--- src/rtl/fir_tap_line_if.sv ---
// Sample-in / taps-out bundle for the multi-channel FIR tap delay line.
// Handshake: a sample transfers on any rising edge with in_valid=1 and clear=0; the line is always ready (no backpressure).
interface fir_tap_line_if #(
  parameter int NUM_TAPS   = 4,
  parameter int DATA_WIDTH = 18,
  parameter int NUM_CH     = 2
);
  localparam int CNT_W = $clog2(NUM_TAPS + 1);

  logic                                  clear;
  logic                                  in_valid;
  logic [NUM_CH*DATA_WIDTH-1:0]          data_in;
  logic [NUM_CH*NUM_TAPS*DATA_WIDTH-1:0] taps_out;
  logic                                  taps_valid;
  logic                                  primed;
  logic [CNT_W-1:0]                      fill_count;

  modport master (
    output clear, in_valid, data_in,
    input  taps_out, taps_valid, primed, fill_count
  );

  modport slave (
    input  clear, in_valid, data_in,
    output taps_out, taps_valid, primed, fill_count
  );
endinterface

--- src/rtl/fir_tap_line.sv ---
// Multi-channel tap delay line with fill tracking, synchronous flush and a
// decimated window-valid strobe for the downstream FIR/correlator MACs.
module fir_tap_line #(
  parameter int NUM_TAPS   = 4,
  parameter int DATA_WIDTH = 18,
  parameter int NUM_CH     = 2,
  parameter int DECIM      = 1
) (
  input logic           clk,
  input logic           rst_n,
  fir_tap_line_if.slave bus
);
  localparam int CNT_W  = $clog2(NUM_TAPS + 1);
  localparam int PH_W   = (DECIM > 1) ? $clog2(DECIM) : 1;
  localparam int TAPS_W = NUM_CH * NUM_TAPS * DATA_WIDTH;
  localparam logic [CNT_W-1:0] FULL    = CNT_W'(NUM_TAPS);
  localparam logic [PH_W-1:0]  PH_LAST = PH_W'(DECIM - 1);

  logic [TAPS_W-1:0] taps_q, taps_d;
  logic [CNT_W-1:0]  fill_q, fill_d, fill_next;
  logic [PH_W-1:0]   phase_q, phase_d;
  logic              valid_q, valid_d;
  logic              accept;

  assign accept    = bus.in_valid & ~bus.clear;
  assign fill_next = (fill_q == FULL) ? FULL : fill_q + CNT_W'(1);

  always_comb begin
    taps_d  = taps_q;
    fill_d  = fill_q;
    phase_d = phase_q;
    valid_d = 1'b0;
    if (bus.clear) begin
      taps_d  = '0;
      fill_d  = '0;
      phase_d = '0;
    end else if (accept) begin
      for (int c = 0; c < NUM_CH; c++) begin
        taps_d[(c*NUM_TAPS)*DATA_WIDTH +: DATA_WIDTH] = bus.data_in[c*DATA_WIDTH +: DATA_WIDTH];
        for (int k = 1; k < NUM_TAPS; k++) begin
          taps_d[(c*NUM_TAPS+k)*DATA_WIDTH +: DATA_WIDTH] =
            taps_q[(c*NUM_TAPS+k-1)*DATA_WIDTH +: DATA_WIDTH];
        end
      end
      fill_d = fill_next;
      // Phase only runs once the window is full, so the first strobe lands on the completing sample.
      if (fill_next == FULL) begin
        valid_d = (phase_q == '0);
        phase_d = (phase_q == PH_LAST) ? '0 : phase_q + PH_W'(1);
      end
    end
  end

  always_ff @(posedge clk or negedge rst_n) begin
    if (!rst_n) begin
      taps_q  <= '0;
      fill_q  <= '0;
      phase_q <= '0;
      valid_q <= 1'b0;
    end else begin
      taps_q  <= taps_d;
      fill_q  <= fill_d;
      phase_q <= phase_d;
      valid_q <= valid_d;
    end
  end

  assign bus.taps_out   = taps_q;
  assign bus.taps_valid = valid_q;
  assign bus.primed     = (fill_q == FULL);
  assign bus.fill_count = fill_q;
endmodule

--- src/flat_wrapper.sv ---
// flat-port wrapper written by rule: the top's interface ports become plain ports
module fir_tap_line_flat 
#(
  parameter int NUM_TAPS   = 4,
  parameter int DATA_WIDTH = 18,
  parameter int NUM_CH     = 2,
  parameter int DECIM      = 1
)
  (clk, rst_n, bus_clear, bus_in_valid, bus_data_in, bus_taps_out, bus_taps_valid, bus_primed, bus_fill_count);
  fir_tap_line_if #(.NUM_TAPS(NUM_TAPS), .DATA_WIDTH(DATA_WIDTH), .NUM_CH(NUM_CH)) bus_i ();
  input logic clk;
  input logic rst_n;
  input wire logic [$bits(bus_i.clear)-1:0] bus_clear;
  input wire logic [$bits(bus_i.in_valid)-1:0] bus_in_valid;
  input wire logic [$bits(bus_i.data_in)-1:0] bus_data_in;
  output wire logic [$bits(bus_i.taps_out)-1:0] bus_taps_out;
  output wire logic [$bits(bus_i.taps_valid)-1:0] bus_taps_valid;
  output wire logic [$bits(bus_i.primed)-1:0] bus_primed;
  output wire logic [$bits(bus_i.fill_count)-1:0] bus_fill_count;
  assign bus_i.clear = bus_clear;
  assign bus_i.in_valid = bus_in_valid;
  assign bus_i.data_in = bus_data_in;
  assign bus_taps_out = bus_i.taps_out;
  assign bus_taps_valid = bus_i.taps_valid;
  assign bus_primed = bus_i.primed;
  assign bus_fill_count = bus_i.fill_count;
  fir_tap_line #(.NUM_TAPS(NUM_TAPS), .DATA_WIDTH(DATA_WIDTH), .NUM_CH(NUM_CH), .DECIM(DECIM)) u_core (.clk(clk), .rst_n(rst_n), .bus(bus_i));
endmodule
--- config.mk ---
export PLATFORM = sky130hd
export DESIGN_NAME = fir_tap_line_flat
export DESIGN_NICKNAME = d
export VERILOG_FILES = /design/src/rtl/fir_tap_line_if.sv /design/src/rtl/fir_tap_line.sv /design/src/flat_wrapper.sv
export SDC_FILE = /design/constraint.sdc
export NUM_CORES = 1
export LEC_CHECK = 0
export BUFFER_PORTS_ARGS = -buffer_cell sky130_fd_sc_hd__buf_2
export CORE_ASPECT_RATIO = 1.5
export CORE_MARGIN = 5
export CORE_UTILIZATION = 46
export DETAILED_ROUTE_END_ITERATION = 6
export PLACE_DENSITY = 0.76
export SLEW_MARGIN = 20
export SYNTH_ARGS = -nofsm -noshare
export SYNTH_HDL_FRONTEND = slang
export SYNTH_SLANG_ARGS = --single-unit
--- constraint.sdc ---
create_clock -name clk -period 1.11 [get_ports clk]
set_clock_uncertainty 0.1 [all_clocks]
set_input_delay 0.111 -clock clk [delete_from_list [all_inputs] [get_ports clk]]
set_output_delay 0.111 -clock clk [all_outputs]
set_load 0.02 [all_outputs]
==> results of run 1 <==
==> worst max-delay path by stage <==
stage                              from               endpoint  slack [ns]
2_1_floorplan  u_core.bus.fill_count[0]  u_core.bus.taps_valid       -0.20
3_3_place_gp   u_core.bus.fill_count[0]  u_core.bus.taps_valid       -0.18
3_5_place_dp   u_core.bus.fill_count[0]  u_core.bus.taps_valid       -0.25
4_1_cts        u_core.bus.fill_count[0]             bus_primed       -0.37
5_1_grt        u_core.bus.fill_count[0]             bus_primed       -0.41
6_report       u_core.bus.fill_count[0]             bus_primed       -0.37
==> registers in the layout, indices dropped and copies added (netlist names) <==
name                   flops
u_core.bus.taps_valid      1
u_core.bus.fill_count      3
u_core.bus.taps_out      144
==> what timing repair did <==
| item | in CTS | in global routing |
|---|---|---|
| gates resized for setup | 300 | 11 |
| setup endpoints to repair | 151 | 205 |
| gates cloned | 0 | 1 |
| pin swaps | 3 | 7 |
| buffers inserted | 110 | 43 |
| hold buffers | 38 | 0 |
| endpoints found under the hold margin | 192 | 0 |
==> layout make-up <==
class,count,area (µm²)
Tap cell,159,199
Inverter,3,13.8
Timing Repair Buffer,400,3720
Clock buffer,18,439
Sequential cell,148,3710
Multi-Input combinational cell,302,2140
Fill cell,644,2510
Clock inverter,13,221
==> where the power goes <==
group | switching, µW | internal [µW] | total, µW | leakage [µW]
Combinational | 953 | 977 | 1930 | 0.00333
Clock | 2390 | 4090 | 6480 | 0.000319
Sequential | 143 | 5550 | 5690 | 0.00203
==> per-layer routing <==
layer	share of wire	global-route usage	up-vias
met5	0	0	-
met4	0.037	0.104	0
met3	0.058	0.0686	47
met2	0.54	0.485	227
met1	0.36	0.280	2674
li1	-	-	2388
==> cell usage in the layout (no fill, tap or decap) <==
cell type,instances
a21oi_1,3
and4b_1,1
buf_12,7
buf_16,1
buf_2,37
buf_4,160
buf_6,155
bufinv_16,5
clkbuf_16,18
clkbuf_8,2
clkinv_4,3
clkinvlp_4,1
dfrtp_1,145
dfrtp_2,3
dlygate4sd3_1,38
ha_4,2
inv_2,2
inv_4,1
inv_6,3
inv_8,1
mux2i_1,141
mux2i_2,4
nand2_4,1
nand2b_1,1
nand3_1,1
nor2_1,145
nor3_2,1
nor4b_2,1
xor2_1,1
==> metrics by stage <==
step | area [µm²] | util | TNS [ns] | power [µW] | std cells
3_5_place_dp | 7260 | 0.560 | -0.370 | 7010 | 823
5_1_grt | 10400 | 0.806 | -14.13 | 14600 | 1043
2_1_floorplan | 6060 | - | -0.294 | 6490 | 486
3_3_place_gp | 7260 | 0.560 | -0.206 | 6970 | 823
4_1_cts | 10100 | 0.777 | -10.52 | 14000 | 1002
6_report | 10400 | 0.806 | -8.87 | 14100 | 1043
==> kinds of logic after synthesis <==
kind of cell / share of synthesized area
buf+inv: 0.0409
xor+xnor: 0.00145
mux: 0.241
simple gates: 0.0966
fa+ha+maj: 0.00415
compound gates: 0.00249
flops: 0.614
==> metrics.md, run 1 <==
| Metric | Value |
|---|---|
| Vias in the first global route | 5,838 |
| Starting Density | 0.466 |
| Die Height | 150 µm |
| Failing checks | setup timing |
| Synthesized flop and latch total | 148 |
| Leak | 0.00567 µW |
| Clk buf depth | 2 |
| Max Cap Viol | 0 |
| Synth cell count leaders | dfrtp_1 (148), mux2i_1 (145), nor2_1 (145) |
| Bufs and invs on worst path | 3 |
| Htree depth | 4 |
| Post-synth EDFFs | 0 |
| Minimum setup slack among reg-to-reg paths | -0.33 ns |
| Max-slew violations | 0 |
| RePlAce Congestion | 0.793 |
| Hpwl dp | 10,100 µm |
| Yosys top cell by area | dfrtp_1 |
| Hold_ws | 0.0372 ns |
| CP Cell Sequence | inv_2 -> ha_4 -> nand2_4 -> inv_4 -> buf_6 |
| Port Buffers | 188 |
| Max VDD drop | 1110 µV |
| Synth top area share | 0.614 |
| Gr ovfl total | 0 |
| FP Rows | 51 |
| RSZ-0062 raised after global routing | true |
| Mapped Area | 6030 µm² |
| WP depth | 5 |
| Share of layout cells above drive strength 1 | 0.462 |
| Fmax achieved | 678 MHz |
| Via count | 5,336 |
| Final min period | 1.48 ns |
| TritonCTS clock tree | done |
| Setup WS post-layout | -0.366 ns |
| I/O pin count | 189 |
| ANT nets after route | 0 |
| WS Path Type | reg -> out |
| Number of vias per cell | 5.12 |
| R2R depth | 5 |
| Final worst-path cycle share | 1.33 |
| DR iter-0 viols | 174 |
| CP top delay family | flip-flops |
| Endpoint type of the worst setup path | output port |
| Initial antenna violation count | 0 |
| Count leader, synth | dfrtp_1 |
| Area growth, synth to finish | 73.1% |
| Critical path arrival | 1.26 ns |
| DRC errors left | 0 |
| Post-Synthesis Mean Instance Area | 12.4 µm² |
| Worst path max stage delay | 0.43 ns |
| Unique cell type count in the Yosys netlist | 18 |
| Largest net degree at the start of global routing | 52 |
| Worst r2r dst | u_core.bus.taps_valid |
| Die X-Extent | 104 µm |
| P per Cell Area | 1350 nW/µm² |
| Die area | 15,600 µm² |
| Top post-synthesis cells by area | dfrtp_1 (61%), mux2i_1 (24%), nor2_1 (9.0%) |
| Drt pass-1 iters | 4 |
| CTS buffer count | 17 |
| Worst endpoint required time | 0.90 ns |
| Final net count | 914 |
| Max FO, Critical Path | 3 |
| Mapped Nets | 528 |
| Worst skew pair latency | 0.41 ns |
| Clock Root Buffer | clkbuf_16 |
| Post-synth ARST share | 1.00 |
| Synth Warn # | 0 |
| Total Routing Usage GR | 0.261 |
| Ant. Diodes | 0 |
| CP max-delay cell | dfrtp_2 |
| Top_reg_cell synth | dfrtp_1 |
| Actual slew at the worst max-slew pin | 0.246 ns |
| Clk slew on worst S/H paths | 0.06 ns |
| Worst slack, placed | -0.255 ns |
| HP Class | in -> async |
| Core footprint | 13,000 µm² |
| Relative slew slack | 0.831 |
| Worst flop-to-flop path startpoint | u_core.bus.fill_count[0] |
| Worst Setup Start Kind | flop |
| DR WL/cell | 20.6 µm |
| Outcome | complete, but fails checks |
| Clk sinks | 148 |
| Setup violators final | 155 |
| Synth Instances | 486 |
| Global-route wire length before repair | 32,100 µm |
| WL final | 21,500 µm |
| Sequential area share after synthesis | 0.614 |
| Final number of hold-violating endpoints | 0 |
(Power assumes the default switching activity.)
==> run 2: changes to the inputs <==
--- a/constraint.sdc
+++ b/constraint.sdc
@@ -3,3 +3,3 @@
 set_input_delay 0.111 -clock clk [delete_from_list [all_inputs] [get_ports clk]]
 set_output_delay 0.111 -clock clk [all_outputs]
-set_load 0.02 [all_outputs]
+set_load 0.01 [all_outputs]
==> metrics.md, run 2 (synthesis gave the netlist of run 1 again) <==
| Metric | Value |
|---|---|
| Worst path max stage delay | 0.40 ns (was 0.43 ns) |
| Actual slew at the worst max-slew pin | 0.239 ns (was 0.246 ns) |
| ANT nets after route | 0 (unchanged) |
| Sw frac | 0.244 (was 0.247) |
| Initial antenna violation count | 2 (was 0) |
| Number of vias per cell | 5.01 (was 5.12) |
| Global-route track usage on met1 | 0.256 (was 0.280) |
| Worst endpoint required time | 0.90 ns (about the same) |
| Met2 usage | 0.396 (was 0.485) |
| Critical path arrival | 1.23 ns (was 1.26 ns) |
| Max FO, Critical Path | 2 (was 3) |
| I/O pin count | 189 (unchanged) |
| Hold_ws | 0.0445 ns (was 0.0372 ns) |
| Area post-placement | 7220 µm² (was 7260 µm²) |
| Outcome | complete, but fails checks (unchanged) |
| Clk buf depth | 2 (unchanged) |
| DR iter-0 viols | 193 (was 174) |
| Worst slack, placed | -0.246 ns (was -0.255 ns) |
| TritonCTS clock tree | done (unchanged) |
| Largest net degree at the start of global routing | 65 (was 52) |
| DR WL/cell | 17.9 µm (was 20.6 µm) |
| Max Cap Viol | 0 (unchanged) |
| Max reg flops | 144 (unchanged) |
| Drt pass-1 iters | 4 (unchanged) |
| Setup WS post-layout | -0.336 ns (was -0.366 ns) |
| RSZ-0062 raised after global routing | true (unchanged) |
| Final instance area | 9770 µm² (was 10,400 µm²) |
| CTS buffer count | 17 (unchanged) |
| Die X-Extent | 104 µm (unchanged) |
| Switch Pwr | 3240 µW (was 3490 µW) |
| Failing checks | setup timing (unchanged) |
| Sequential group share of total power | 0.427 (was 0.404) |
| Global-route wire length before repair | 28,000 µm (was 32,100 µm) |
| CP top delay family | flip-flops (unchanged) |
| Via count | 5,288 (was 5,336) |
| Share of layout cells above drive strength 1 | 0.461 (was 0.462) |
| Tot Pwr | 13,300 µW (was 14,100 µW) |
| Clock Power Share | 0.449 (was 0.460) |
| Most common cell after layout, fill and taps aside | buf_4 (unchanged) |
| Fmax achieved | 692 MHz (was 678 MHz) |
| Worst Setup Start Kind | flop (unchanged) |
| Int Power | 10,000 µW (was 10,600 µW) |
| Hpwl dp | 10,100 µm (about the same) |
| Busiest layer in global routing | met2 (unchanged) |
| Starting Density | 0.466 (unchanged) |
| P per Cell Area | 1360 nW/µm² (was 1350 nW/µm²) |
| Vias in the first global route | 5,460 (was 5,838) |
| Crit path top cell by count | inv_2 |
| WS Path Type | reg -> out (unchanged) |
| Leak | 0.00564 µW (was 0.00567 µW) |
| Total Routing Usage GR | 0.224 (was 0.261) |
| Core footprint | 13,000 µm² (unchanged) |
| FILL cells | 809 (was 644) |
| Relative slew slack | 0.836 (was 0.831) |
| Gate power share | 0.124 (was 0.137) |
| Endpoint type of the worst setup path | output port (unchanged) |
| Htree depth | 4 (unchanged) |
| Die area | 15,600 µm² (unchanged) |
| Worst skew pair latency | 0.41 ns (about the same) |
| Final worst-path cycle share | 1.30 (was 1.33) |
| Max-slew violations | 0 (unchanged) |
| Clk slew on worst S/H paths | 0.06 ns (about the same) |
| CP max-delay cell | dfrtp_1 (was dfrtp_2) |
| Met3 global-route usage | 0.0764 (was 0.0686) |
| Area growth, synth to finish | 61.9% (was 73.1%) |
| Most frequent cells in the layout | buf_4 (175), dfrtp_1 (148), nor2_1 (145), buf_2 (145), mux2i_1 (144) (was buf_4 (160), buf_6 (155), nor2_1 (145), dfrtp_1 (145), mux2i_1 (141)) |
| FP Rows | 51 (unchanged) |
| Port Buffers | 188 (unchanged) |
| Die Height | 150 µm (unchanged) |
| Gr ovfl total | 0 (unchanged) |
| CP Cell Sequence | inv_2 -> ha_4 -> nand2_4 -> inv_2 -> buf_6 (was inv_2 -> ha_4 -> nand2_4 -> inv_4 -> buf_6) |
| DRC errors left | 0 (unchanged) |
| Final Util | 0.754 (was 0.806) |
| Max VDD drop | 1020 µV (was 1110 µV) |
| Clock Root Buffer | clkbuf_16 (unchanged) |
| WL final | 18,900 µm (was 21,500 µm) |
| Setup violators final | 155 (unchanged) |
| Final number of hold-violating endpoints | 0 (unchanged) |
| RePlAce Congestion | 0.811 (was 0.793) |
| Bufs and invs on worst path | 3 (unchanged) |
| Clk sinks | 148 (unchanged) |
| HP Class | in -> async (unchanged) |
| Final net count | 924 (was 914) |
| Final min period | 1.45 ns (was 1.48 ns) |
run 2: cell count changes in the layout (fill, tap and decap cells not counted), sizes merged:
cell,previous run,this run
buf,360,370
bufinv,5,3
clkinv,3,5
diode,0,2
run 2: routing by layer:
metal	part of all wire	vias to the layer above
li1	-	2418
met1	0.38	2633
met2	0.53	208
met3	0.077	29
met4	0.019	0
met5	0	-
run 2: per-stage QoR:
step                setup TNS (ns)  instances
floorplan                   -0.350        486
global placement            -0.123        820
detailed placement          -0.590        820
CTS                          -9.70        999
global route                -13.94       1055
finish                       -7.60       1055
run 2: worst paths after layout:
kind / from / end / slack (ns) / cells after the start
min reg2reg: u_core.bus.taps_out[137] / u_core.bus.taps_out[137] / 0.41 / 2
max: u_core.bus.fill_count[1] / bus_primed / -0.34 / 5
max in group asynchronous: rst_n / u_core.bus.taps_out[35] / 0.33 / 3
min in group clk: bus_in_valid / u_core.bus.taps_out[43] / 0.06 / 3
min: rst_n / u_core.bus.taps_out[76] / 0.04 / 2
max reg2reg: u_core.bus.fill_count[1] / u_core.bus.taps_valid / -0.33 / 8
run 2: timing repair:
item                                    in CTS  in global routing
hold buffers                                38                  0
setup buffers                              110                 53
endpoints found under the setup margin     153                154
gates resized for setup                     30                 26
gates cloned                                 0                  1
pin swaps                                    2                  0
endpoints found under the hold margin      188                  0
run 2: final cells by class:
| type | count | area, µm² | area share |
|---|---|---|---|
| antenna | 2 | 5.00 | 0.000512 |
| sequential | 148 | 3700 | 0.379 |
| tap | 159 | 199 | 0.0204 |
| inverter | 3 | 11.3 | 0.00115 |
| clock buffer | 18 | 439 | 0.0450 |
| timing repair buffer | 410 | 3110 | 0.318 |
| multi-input combinational | 302 | 2130 | 0.218 |
| clock inverter | 13 | 173 | 0.0177 |
run 2: power by group through the flow:
stage / Combinational, µW / Clock (µW) / Sequential (µW)
global placement: 1060 / 0 / 5770
detailed placement: 1090 / 0 / 5780
floorplan: 532 / 0 / 5830
global route: 1770 / 6300 / 5670
CTS: 1490 / 6030 / 5640
finish: 1640 / 5950 / 5660
